### src/rtl/m_mem_arbiter.sv
// Two-port arbiter sharing one single-port memory between instruction fetch (I)
// and load/store (D): D-priority with a starvation guard for I, owner-tagged reads.
module m_mem_arbiter #(
    parameter int P_MAXD = 4
) (
    input  logic        w_clk,
    input  logic        w_rst_n,
    input  logic        w_ce,
    input  logic        w_ireq,
    input  logic [11:0] w_iaddr,
    output logic        w_ignt,
    output logic        w_irvalid,
    output logic [31:0] w_irdata,
    input  logic        w_dreq,
    input  logic [11:0] w_daddr,
    input  logic        w_dwe,
    input  logic [31:0] w_dwdata,
    output logic        w_dgnt,
    output logic        w_drvalid,
    output logic [31:0] w_drdata,
    output logic [11:0] w_maddr,
    output logic        w_mwe,
    output logic [31:0] w_mdin,
    input  logic [31:0] w_mdout,
    output logic [15:0] w_conflicts
);

    localparam logic [3:0] LP_MAXD = 4'(P_MAXD);

    function automatic logic [15:0] f_sat_inc16(input logic [15:0] v);
        return (v == 16'hFFFF) ? v : v + 16'd1;
    endfunction

    logic [3:0]  r_dcnt;
    logic [11:0] r_last_addr;
    logic        r_irvalid_p1;
    logic        r_drvalid_p1;
    logic [15:0] r_conflicts;

    logic        w_run;
    logic        w_iforce;
    logic        w_conflict;
    logic [3:0]  w_dcnt_nxt;

    // Gating by w_rst_n keeps grants (and hence w_mwe) low during reset.
    assign w_run      = w_rst_n & w_ce;
    assign w_iforce   = (r_dcnt == LP_MAXD);
    assign w_conflict = w_ireq & w_dreq & w_ce;

    assign w_ignt = w_run & w_ireq & (~w_dreq | w_iforce);
    assign w_dgnt = w_run & w_dreq & ~(w_ireq & w_iforce);

    assign w_maddr = w_ignt ? w_iaddr : (w_dgnt ? w_daddr : r_last_addr);
    assign w_mwe   = w_dgnt & w_dwe;
    assign w_mdin  = w_dwdata;

    always_comb begin
        w_dcnt_nxt = r_dcnt;
        if (w_ce) begin
            if (w_ignt || !w_ireq) begin
                w_dcnt_nxt = 4'd0;
            end else if (w_dgnt && (r_dcnt < LP_MAXD)) begin
                w_dcnt_nxt = r_dcnt + 4'd1;
            end
        end
    end

    // Stage p1: owner tags for the registered memory read
    always_ff @(posedge w_clk or negedge w_rst_n) begin
        if (!w_rst_n) begin
            r_dcnt       <= 4'd0;
            r_last_addr  <= 12'd0;
            r_irvalid_p1 <= 1'b0;
            r_drvalid_p1 <= 1'b0;
            r_conflicts  <= 16'd0;
        end else begin
            r_dcnt       <= w_dcnt_nxt;
            r_irvalid_p1 <= w_ignt;
            r_drvalid_p1 <= w_dgnt & ~w_dwe;
            if (w_ignt || w_dgnt) begin
                r_last_addr <= w_maddr;
            end
            if (w_conflict) begin
                r_conflicts <= f_sat_inc16(r_conflicts);
            end
        end
    end

    assign w_irvalid   = r_irvalid_p1;
    assign w_drvalid   = r_drvalid_p1;
    assign w_irdata    = w_mdout;
    assign w_drdata    = w_mdout;
    assign w_conflicts = r_conflicts;

endmodule

### config.mk
export PLATFORM = sky130hd
export DESIGN_NAME = m_mem_arbiter
export DESIGN_NICKNAME = d
export VERILOG_FILES = /design/src/rtl/m_mem_arbiter.sv
export SDC_FILE = /design/constraint.sdc
export NUM_CORES = 1
export LEC_CHECK = 0
export BUFFER_PORTS_ARGS = -buffer_cell sky130_fd_sc_hd__buf_2
export CAP_MARGIN = 25
export CORE_AREA = 2 2 87 89
export DETAILED_ROUTE_END_ITERATION = 7
export DIE_AREA = 0 0 89 91
export PLACE_DENSITY = 0.69
export RECOVER_POWER = 100
export SLEW_MARGIN = 20
export SYNTH_ARGS = -nofsm -noshare
export SYNTH_HDL_FRONTEND = slang
export SYNTH_SLANG_ARGS = --single-unit
### constraint.sdc
create_clock -name w_clk -period 5.2 [get_ports w_clk]
set_input_delay 1.56 -clock w_clk [delete_from_list [all_inputs] [get_ports w_clk]]
set_output_delay 1.56 -clock w_clk [all_outputs]
set_load 0.02 [all_outputs]
==> results of run 1 <==
[worst paths after layout]
kind	start	endpoint	slack (ns)
min in group asynchronous	w_rst_n	w_drvalid	1.99
max in group asynchronous	w_rst_n	w_conflicts[0]	2.14
worst min register to register	r_last_addr[6]	r_last_addr[6]	0.46
worst max-delay path	w_rst_n	w_maddr[5]	0.54
worst min-delay path	r_last_addr[6]	r_last_addr[6]	0.46
worst max register to register	r_dcnt[0]	r_last_addr[1]	3.26
[state kept, by name (all words and copies together), names as in the netlist]
name,count
r_dcnt,4
r_last_addr,12
w_conflicts,16
w_drvalid,1
w_irvalid,1
[tightest hold or removal path: stages (launching register included)]
cell and delay [ns]:
dfrtp_1 0.32, nand2_1 0.06, nand2_1 0.05
[logic make-up after synthesis]
logic type | count (synthesis) | synth area share, %
AOI/OAI and AO/OA | 23 | 7.01
xor gates and xnor gates | 14 | 5.29
adders and majority gates | 3 | 1.62
buffers and inverters | 102 | 32.0
DFF | 34 | 36.7
muxes | 2 | 0.971
and+or+nand+nor | 82 | 16.4
[area by class of cell]
type,instances,area (µm²)
clock buffer,6,82.6
fill,807,5060
inverter,3,11.3
multi-input combinational,124,714
sequential,34,851
tap,99,124
timing repair buffer,65,297
[through the flow]
stage          util (%)  setup slack [ns]  instance area [µm²]  power, mW
6_report           29.1             0.543                 2080      0.676
5_1_grt            29.1             0.422                 2080      0.721
4_1_cts            29.8             0.927                 2130      0.698
3_5_place_dp       28.6             0.926                 2040      0.504
3_3_place_gp       28.6              1.00                 2040      0.497
2_1_floorplan         -             0.907                 2320      0.539
[report_power, final]
| part | total [mW] | internal [mW] | switching, mW |
|---|---|---|---|
| Sequential | 0.328 | 0.300 | 0.0282 |
| Clock | 0.187 | 0.102 | 0.0852 |
| Combinational | 0.161 | 0.0565 | 0.104 |
| Total | 0.676 | 0.458 | 0.218 |
[cells in the final DEF, fill, tap and decap left out]
cell	instances
clkbuf_1	25
dfrtp_1	34
a21oi_1	2
o211ai_1	1
o22ai_1	1
buf_2	39
a22oi_1	12
o21ba_1	1
buf_4	1
or2_0	1
or4_1	1
nand3_1	6
o32ai_1	1
o21a_1	1
nor2b_1	3
nor2_1	4
nand3b_1	1
nand4_1	6
mux2_2	2
clkbuf_8	6
nor4_1	2
a21boi_0	1
o21ai_0	3
and2_0	1
xnor2_1	9
inv_1	3
and3_1	2
nor3_1	7
xor2_1	5
nand2_1	48
ha_1	3
[layer usage]
| layer | share of wire (%) | vias up |
|---|---|---|
| met5 | 0 | - |
| met4 | 3.9 | 0 |
| met3 | 7.8 | 25 |
| met2 | 50 | 38 |
| met1 | 39 | 730 |
| li1 | - | 702 |
==> impl_metrics.py, run 1 <==
metrics = {
    "timing": {
        "period_minus_slack_ns": 4.66,
        "setup_viol": 0,
        "fin_skew_ns": 0.00461,
        "fin_hold_ws_ns": 0.461,
        "setup_tns_ns": 0,
        "max_slew_margin_pct": -23.4,
        "grt_setup_unrepaired": "false",
        "tightest_slew_ns": 1.85,
        "fmax_ghz": 0.215,
        "slew_viol_final": 36,
        "hold_viol_final": 0,
        "fin_crit_sh_pct": 89.6,
    },
    "critical_path": {
        "path_max_fanout": 14,
        "cp_common_cell": "clkbuf_1",
        "endpoint_kind": "primary output",
        "worst-r2r-cell-count": 7,
        "required_ns": 3.64,
        "critPathSlowestCell": "clkbuf_1",
        "cp_num_cells": 7,
        "cp-start-kind": "primary input",
        "crit_path_cell_trace": "clkbuf_1, nand3_1, a21oi_1, clkbuf_1, a22oi_1, nand2_1, clkbuf_1",
        "cpPeakStageDelay_ns": 0.52,
        "cp_num_buf_inv": 3,
        "criticalPathCategory": "in2out",
        "worstPathArrival_ns": 3.10,
        "path_delay_family": "buffers and inverters",
    },
    "clock_tree": {
        "htreeDepth": 2,
        "hold_buffers": 0,
        "cts_setup_buffers": 0,
        "cts_resized": 0,
        "root_buffer": "clkbuf_8",
        "path_clk_slew_ns": 0.06,
        "clock_latency_ns": 0.27,
        "cts.path.max_buffers": 2,
        "cts_sinks": 34,
        "cts_inserted_buffers": 5,
        "cts_tree": "built",
    },
    "global_routing": {
        "grt_util_met3_pct": 3.00,
        "met1_usage_pct": 11.8,
        "grt_pass1_wl_um": 6670,
        "grt_pass1_vias": 1434,
        "grt_overflow": 0,
        "grt_antenna_before_repair": 0,
        "top_usage_layer": "met2",
        "use_met2_pct": 16.4,
        "grtUsageTotal_pct": 10.4,
        "grt_max_degree": 36,
    },
    "job": {
        "max_cap_violations": 1,
    },
    "drt": {
        "antenna_left": 0,
        "wl_per_cell_um": 12.3,
        "wl_um": 4090,
        "drtPass1Iterations": 4,
        "drt_iter0_drc": 73,
        "viasPerCell": 4.52,
        "vias": 1495,
        "post-route-drc-count": 0,
    },
    "yosys": {
        "synth_top_area_cell": "dfrtp_1",
        "synth_top_area_share_pct": 36.7,
        "syn_inst": 260,
        "syn_nets": 357,
        "synth.most_common_cell": "buf_4",
        "synth_area_leaders": "dfrtp_1, buf_4, nand2_1",
        "ys_types": 31,
        "syn_avg_cell_area_um2": 8.92,
        "synth_edf_count": 0,
        "synth_area_um2": 2320,
        "async_reset_ff_share_pct": 100,
        "ys_ff_latch": 34,
        "yosys_most_used_dff": "dfrtp_1",
        "yosysSeqAreaShare_pct": 36.7,
        "yosys_warnings": 0,
        "ys_top_cells_by_count": "buf_4, nand2_1, dfrtp_1",
    },
    "floorplanning": {
        "die_x_um": 89,
        "die_h_um": 91,
        "ios": 223,
        "rows": 31,
        "core_area_um2": 7140,
        "start_util_pct": 32.5,
        "die-area_um2": 8100,
    },
    "worst_hold_path": {
        "hp-class": "reg2reg",
        "whs_path_depth": 2,
    },
    "pwr": {
        "p_leak_nw": 1.01,
        "ir_worst_vdd_v": 0.0000922,
        "powerDensity_nw_per_um2": 325,
    },
    "placement": {
        "place.gp.congestion": 0.709,
        "hpwlAfterDp_um": 3150,
        "place_inst": 325,
        "place.port_buffers": 62,
    },
    "status": {
        "status": "finished with violations",
        "violations": "max-capacitance violations, max-slew violations",
    },
    "layout": {
        "fin_cells": 331,
        "area_growth_pct": -10.4,
        "nets": 330,
        "layout-drive-gt1-share_pct": 20.7,
        "n_antenna_cell": 0,
    },
}
Power figures use the tool's default switching activity.
==> inputs of run 2 (changes only) <==
--- a/config.mk
+++ b/config.mk
@@ -11,4 +11,5 @@
 export DETAILED_ROUTE_END_ITERATION = 7
 export DIE_AREA = 0 0 89 91
+export GPL_ROUTABILITY_DRIVEN = 0
 export PLACE_DENSITY = 0.69
 export RECOVER_POWER = 100
==> constraint.sdc (replaced) <==
create_clock -name w_clk -period 5.2 [get_ports w_clk]
set_input_delay 0.26 -clock w_clk [delete_from_list [all_inputs] [get_ports w_clk]]
set_output_delay 0.26 -clock w_clk [all_outputs]
set_load 0.02 [all_outputs]
==> run 2 against run 1 <==
- the flow still finishes with violations (max-capacitance violations, max-slew violations)
- register-to-register slack better by 0.11 ns
- largest cell class unchanged
- flip-flop and latch count unchanged
- largest power group unchanged
- cell area down 0.12%
- sequential share of layout area about the same
- clock power is 6% higher
- die area unchanged
- utilization barely moved
- via count decreased by 2.3%
- highest routed layer unchanged
- combinational power is 2% lower
- power rose by 0.89%
==> impl_metrics.py, run 2 (same netlist as run 1, synthesis figures left out) <==
metrics = {
    "global_routing": {
        "grt_overflow": 0,
        "grt_pass1_vias": 1412,
        "grtUsageTotal_pct": 10.1,
        "grt_pass1_wl_um": 6530,
        "grt_max_degree": 39,
        "grt_antenna_before_repair": 0,
    },
    "critical_path": {
        "cpPeakStageDelay_ns": 1.40,
        "path_max_fanout": 38,
        "endpoint_kind": "primary output",
        "critPathSlowestCell": "clkbuf_1",
        "worstPathArrival_ns": 3.18,
        "criticalPathCategory": "in2out",
        "cp-start-kind": "primary input",
        "required_ns": 4.94,
        "crit_path_cell_trace": "clkbuf_1, nand3_1, o21ba_1, a22oi_1, nand2_1, clkbuf_1",
        "reg2reg_slack_ns": 3.37,
        "cp_common_cell": "clkbuf_1",
        "worst-r2r-cell-count": 6,
    },
    "drt": {
        "post-route-drc-count": 0,
        "met3RoutedLength_um": 281,
        "wl_um": 4060,
        "drtPass1Iterations": 4,
        "top_layer_used": "met4",
        "drt_iter0_drc": 55,
        "viasPerCell": 4.41,
        "route.layer.met1.wl_um": 1590,
        "vias": 1460,
        "met2_length_um": 2030,
        "wl_per_cell_um": 12.3,
        "antenna_left": 0,
    },
    "floorplanning": {
        "die-area_um2": 8100,
        "rows": 31,
        "die_h_um": 91,
        "start_util_pct": 32.5,
        "die_x_um": 89,
        "core_area_um2": 7140,
        "ios": 223,
    },
    "layout": {
        "nets": 328,
        "largest_register_ffs": 16,
        "final_cell_mix": "nand2_1, dfrtp_1, clkbuf_1",
        "layout-drive-gt1-share_pct": 18.1,
        "fillCellCount": 815,
        "n_antenna_cell": 0,
        "layout_commonest_cell": "nand2_1",
        "area_growth_pct": -10.5,
    },
    "clock_tree": {
        "root_buffer": "clkbuf_8",
        "cts_inserted_buffers": 5,
        "cts_resized": 0,
        "hold_buffers": 0,
        "cts_setup_buffers": 0,
        "cts_sinks": 34,
        "htreeDepth": 2,
        "path_clk_slew_ns": 0.07,
        "cts_tree": "built",
        "clock_latency_ns": 0.27,
        "cts.path.max_buffers": 2,
    },
    "timing": {
        "tightest_slew_ns": 1.99,
        "setup_viol": 0,
        "setup_tns_ns": 0,
        "fin_crit_sh_pct": 66.2,
        "max_slew_margin_pct": -32.6,
        "slew_viol_final": 39,
        "hold_viol_final": 0,
        "period_minus_slack_ns": 3.44,
        "fin_skew_ns": 0.00487,
        "grt_setup_unrepaired": "false",
        "fin_hold_ws_ns": 0.152,
        "fmax_ghz": 0.290,
    },
    "pwr": {
        "ir_worst_vdd_v": 0.0000855,
        "powerDensity_nw_per_um2": 328,
        "combPwrFrac_pct": 23.0,
        "p_leak_nw": 0.989,
        "p_int_mw": 0.459,
        "power_frac_clock_pct": 29.0,
        "power_switching_share_pct": 32.7,
        "p_sw_mw": 0.223,
        "share_seq_of_total_power_pct": 48.0,
        "design_power_total_mw": 0.682,
    },
    "worst_hold_path": {
        "whs_path_depth": 2,
        "hp-class": "in2reg",
    },
    "job": {
        "max_cap_violations": 1,
    },
    "placement": {
        "hpwlAfterDp_um": 3060,
        "place.port_buffers": 62,
    },
    "status": {
        "status": "finished with violations",
        "violations": "max-capacitance violations, max-slew violations",
    },
}
-- run 2: changes by cell type in the layout (fill, tap and decap cells not counted), sizes merged --
cell,delta
clkinv,+1
buf,-9
clkbuf,+8
-- run 2: worst paths after layout --
| kind | start | endpoint |
|---|---|---|
| setup / recovery | w_rst_n | w_maddr[3] |
| hold / removal | w_dwe | w_drvalid |
| setup reg to reg | w_conflicts[0] | w_conflicts[15] |
| hold reg to reg | r_last_addr[10] | r_last_addr[10] |
| max in group asynchronous | w_rst_n | w_conflicts[0] |
| min in group asynchronous | w_rst_n | r_last_addr[9] |
-- run 2: final cells by class --
type / instances / area (µm²) / share of cell area [%]
Clock buffer: 7 / 86.3 / 4.16
Inverter: 3 / 11.3 / 0.542
Tap cell: 99 / 124 / 5.96
Clock inverter: 1 / 5.00 / 0.241
Multi-Input combinational cell: 124 / 722 / 34.8
Sequential cell: 34 / 851 / 41.0
Timing Repair Buffer: 63 / 278 / 13.4
-- run 2: power by group through the flow --
stage	Sequential, mW	Clock [mW]	Combinational, mW
after floorplan	0.351	0	0.189
after global placement	0.331	0	0.166
after detailed placement	0.333	0	0.168
after CTS	0.328	0.209	0.169
after global routing	0.334	0.220	0.174
final	0.328	0.198	0.157
-- run 2: critical path, delay by kind of cell --
family	cells	cell delay [ns]
simple gates	2	0.43
compound gates	2	0.84
buf+inv	2	1.64
-- run 2: metrics by stage --
stage          cells  utilization [%]  setup slack, ns  area (µm²)
3_3_place_gp     322             28.3             2.40        2020
4_1_cts          331             29.7             2.70        2120
2_1_floorplan    260                -             3.10        2320
5_1_grt          331             29.1             1.25        2080
6_report         331             29.1             1.76        2080
3_5_place_dp     323             28.4             2.70        2030
-- run 2: metal layers --
layer  vias up  global-route usage [%]
met1       699                    11.0
met2        35                    16.4
met5         -                       0
li1        703                       -
met4         0                    6.97
met3        23                    2.73
==> inputs of run 3 (changes only) <==
- CORE_AREA: 2 2 87 89 -> 2 2 80 97
- DIE_AREA: 0 0 89 91 -> 0 0 82 99
- PLACE_DENSITY: 0.69 -> 0.72
- clock period: 5.2 -> 2.8 ns (I/O delays scaled with it)
==> run 3 against run 2 <==
- the run now ends clean
- cell area rose by 0.30%
- routed wire length rose by 28%
- critical path depth rose by 1
- worst hold slack got worse by 0.13 ns
- critical endpoint is now w_maddr[0]
- largest cell class unchanged
==> impl_metrics.py, run 3 (same netlist as run 1, synthesis figures left out) <==
metrics = {
    "status": {
        "status": "completed",
    },
    "timing": {
        "fmax_ghz": 0.417,
        "slew_viol_final": 0,
        "period_minus_slack_ns": 2.40,
        "hold_viol_final": 0,
        "fin_skew_ns": 0.00170,
        "tightest_slew_ns": 0.872,
        "setup_tns_ns": 0,
        "grt_setup_unrepaired": "false",
        "max_slew_margin_pct": 41.6,
        "fin_crit_sh_pct": 85.7,
        "setup_slack_ns": 0.401,
        "setup_viol": 0,
    },
    "worst_hold_path": {
        "hp-class": "in2reg",
        "hp-start": "w_dwe",
    },
    "drt": {
        "wl_um": 5190,
        "viasPerCell": 4.70,
        "vias": 1523,
        "drt_iter0_drc": 33,
        "post-route-drc-count": 0,
        "antenna_left": 0,
        "wl_per_cell_um": 16.0,
        "drtPass1Iterations": 4,
    },
    "floorplanning": {
        "rows": 34,
        "die_x_um": 82,
        "die-area_um2": 8120,
        "start_util_pct": 32.5,
        "ios": 223,
        "die_h_um": 99,
        "core_area_um2": 7150,
    },
    "layout": {
        "seqCellArea_um2": 851,
        "fillCellCount": 790,
        "fin_area_um2": 2080,
        "final_cell_mix": "nand2_1, dfrtp_1, buf_2",
        "layout-drive-gt1-share_pct": 18.8,
        "layout_commonest_cell": "nand2_1",
        "largest_register_ffs": 16,
        "n_antenna_cell": 0,
        "postLayoutCoreUtil_pct": 29.1,
        "area_growth_pct": -10.2,
        "multi_input_area_um2": 719,
        "nets": 330,
    },
    "pwr": {
        "powerDensity_nw_per_um2": 621,
        "ir_worst_vdd_v": 0.000267,
        "power_frac_clock_pct": 29.5,
        "combPwrFrac_pct": 23.3,
        "share_seq_of_total_power_pct": 47.2,
        "p_int_mw": 0.856,
        "power_switching_share_pct": 33.8,
        "p_sw_mw": 0.438,
        "p_leak_nw": 1.00,
    },
    "critical_path": {
        "path_max_fanout": 15,
        "endpoint_kind": "primary output",
        "criticalPathCategory": "in2out",
        "crit_path_start": "w_rst_n",
        "timing.rr.start": "w_conflicts[0]",
        "cp-start-kind": "primary input",
        "worstPathArrival_ns": 2.26,
        "required_ns": 2.66,
    },
    "clock_tree": {
        "cts.path.max_buffers": 2,
        "path_clk_slew_ns": 0.07,
        "root_buffer": "clkbuf_8",
        "cts_sinks": 34,
        "clock_latency_ns": 0.28,
        "cts_inserted_buffers": 5,
        "cts_resized": 0,
        "cts_tree": "built",
        "htreeDepth": 2,
    },
    "global_routing": {
        "grt_overflow": 0,
        "grt_max_degree": 27,
        "grt_antenna_before_repair": 0,
        "grt_pass1_wl_um": 7790,
        "grtUsageTotal_pct": 12.8,
        "grt_pass1_vias": 1516,
    },
    "placement": {
        "pre_cts_slack_ns": 1.02,
        "hpwlAfterDp_um": 4210,
        "place.port_buffers": 62,
        "post_dp_cell_area_um2": 2030,
    },
    "job": {
        "max_cap_violations": 0,
    },
}
run 3: cell count changes in the layout (fill, tap and decap cells not counted):
cell / before / now
dlygate4sd3_1: 0 / 1
buf_2: 30 / 32
and2_1: 1 / 0
nor2_1: 3 / 4
clkbuf_1: 33 / 31
nor2_2: 1 / 0
buf_4: 1 / 2
and2_0: 0 / 1
run 3: worst paths after layout:
check | end | slack [ns] | cells after the start
hold reg to reg | r_last_addr[11] | 0.46 | 2
setup / recovery | w_maddr[0] | 0.40 | 7
min in group asynchronous | r_last_addr[3] | 0.29 | 2
hold / removal | w_drvalid | 0.02 | 2
setup reg to reg | w_conflicts[15] | 0.94 | 6
max in group asynchronous | w_conflicts[7] | 1.87 | 3
run 3: final cells by class:
cell class	instances	area share, %
flip-flops and latches	34	40.8
well taps	90	5.41
clock inverters	1	0.240
multi-input cells	124	34.5
clock buffers	7	4.14
inverters	3	0.541
repair buffers	65	14.3
run 3: timing repair:
action,in CTS,in global routing
hold buffers,1,0
endpoints found under the hold margin,9,0
buffers inserted,0,0
run 3: critical path, stage by stage:
cell,delay [ns]
dlygate4sd3_1,0.53
buf_2,0.29
nand3_1,0.17
o21ba_1,0.60
a22oi_1,0.17
nand2_1,0.11
clkbuf_1,0.24
run 3: routing by layer:
metal / vias to the layer above / global-route usage [%] / share of wire, % / wire length (µm)
li1: 701 / - / - / -
met1: 660 / 11.0 / 30 / 1560
met2: 121 / 23.3 / 52 / 2710
met3: 41 / 4.95 / 11 / 558
met4: 0 / 8.97 / 7.0 / 365
met5: - / 0 / 0 / 0
run 3: power groups by stage:
| stage | Sequential (mW) | Combinational, mW | Clock [mW] |
|---|---|---|---|
| 6_report | 0.611 | 0.302 | 0.382 |
| 5_1_grt | 0.619 | 0.333 | 0.418 |
| 4_1_cts | 0.610 | 0.325 | 0.392 |
| 3_5_place_dp | 0.620 | 0.323 | 0 |
| 3_3_place_gp | 0.615 | 0.315 | 0 |
| 2_1_floorplan | 0.652 | 0.350 | 0 |
run 3: per-stage QoR:
stage	power (mW)	instances	hold WS (ns)
after floorplan	1.00	260	-0.156
after global placement	0.930	315	0.0319
after detailed placement	0.943	315	0.0364
after CTS	1.33	324	0.0110
after global routing	1.37	324	0.0186
final	1.29	324	0.0222
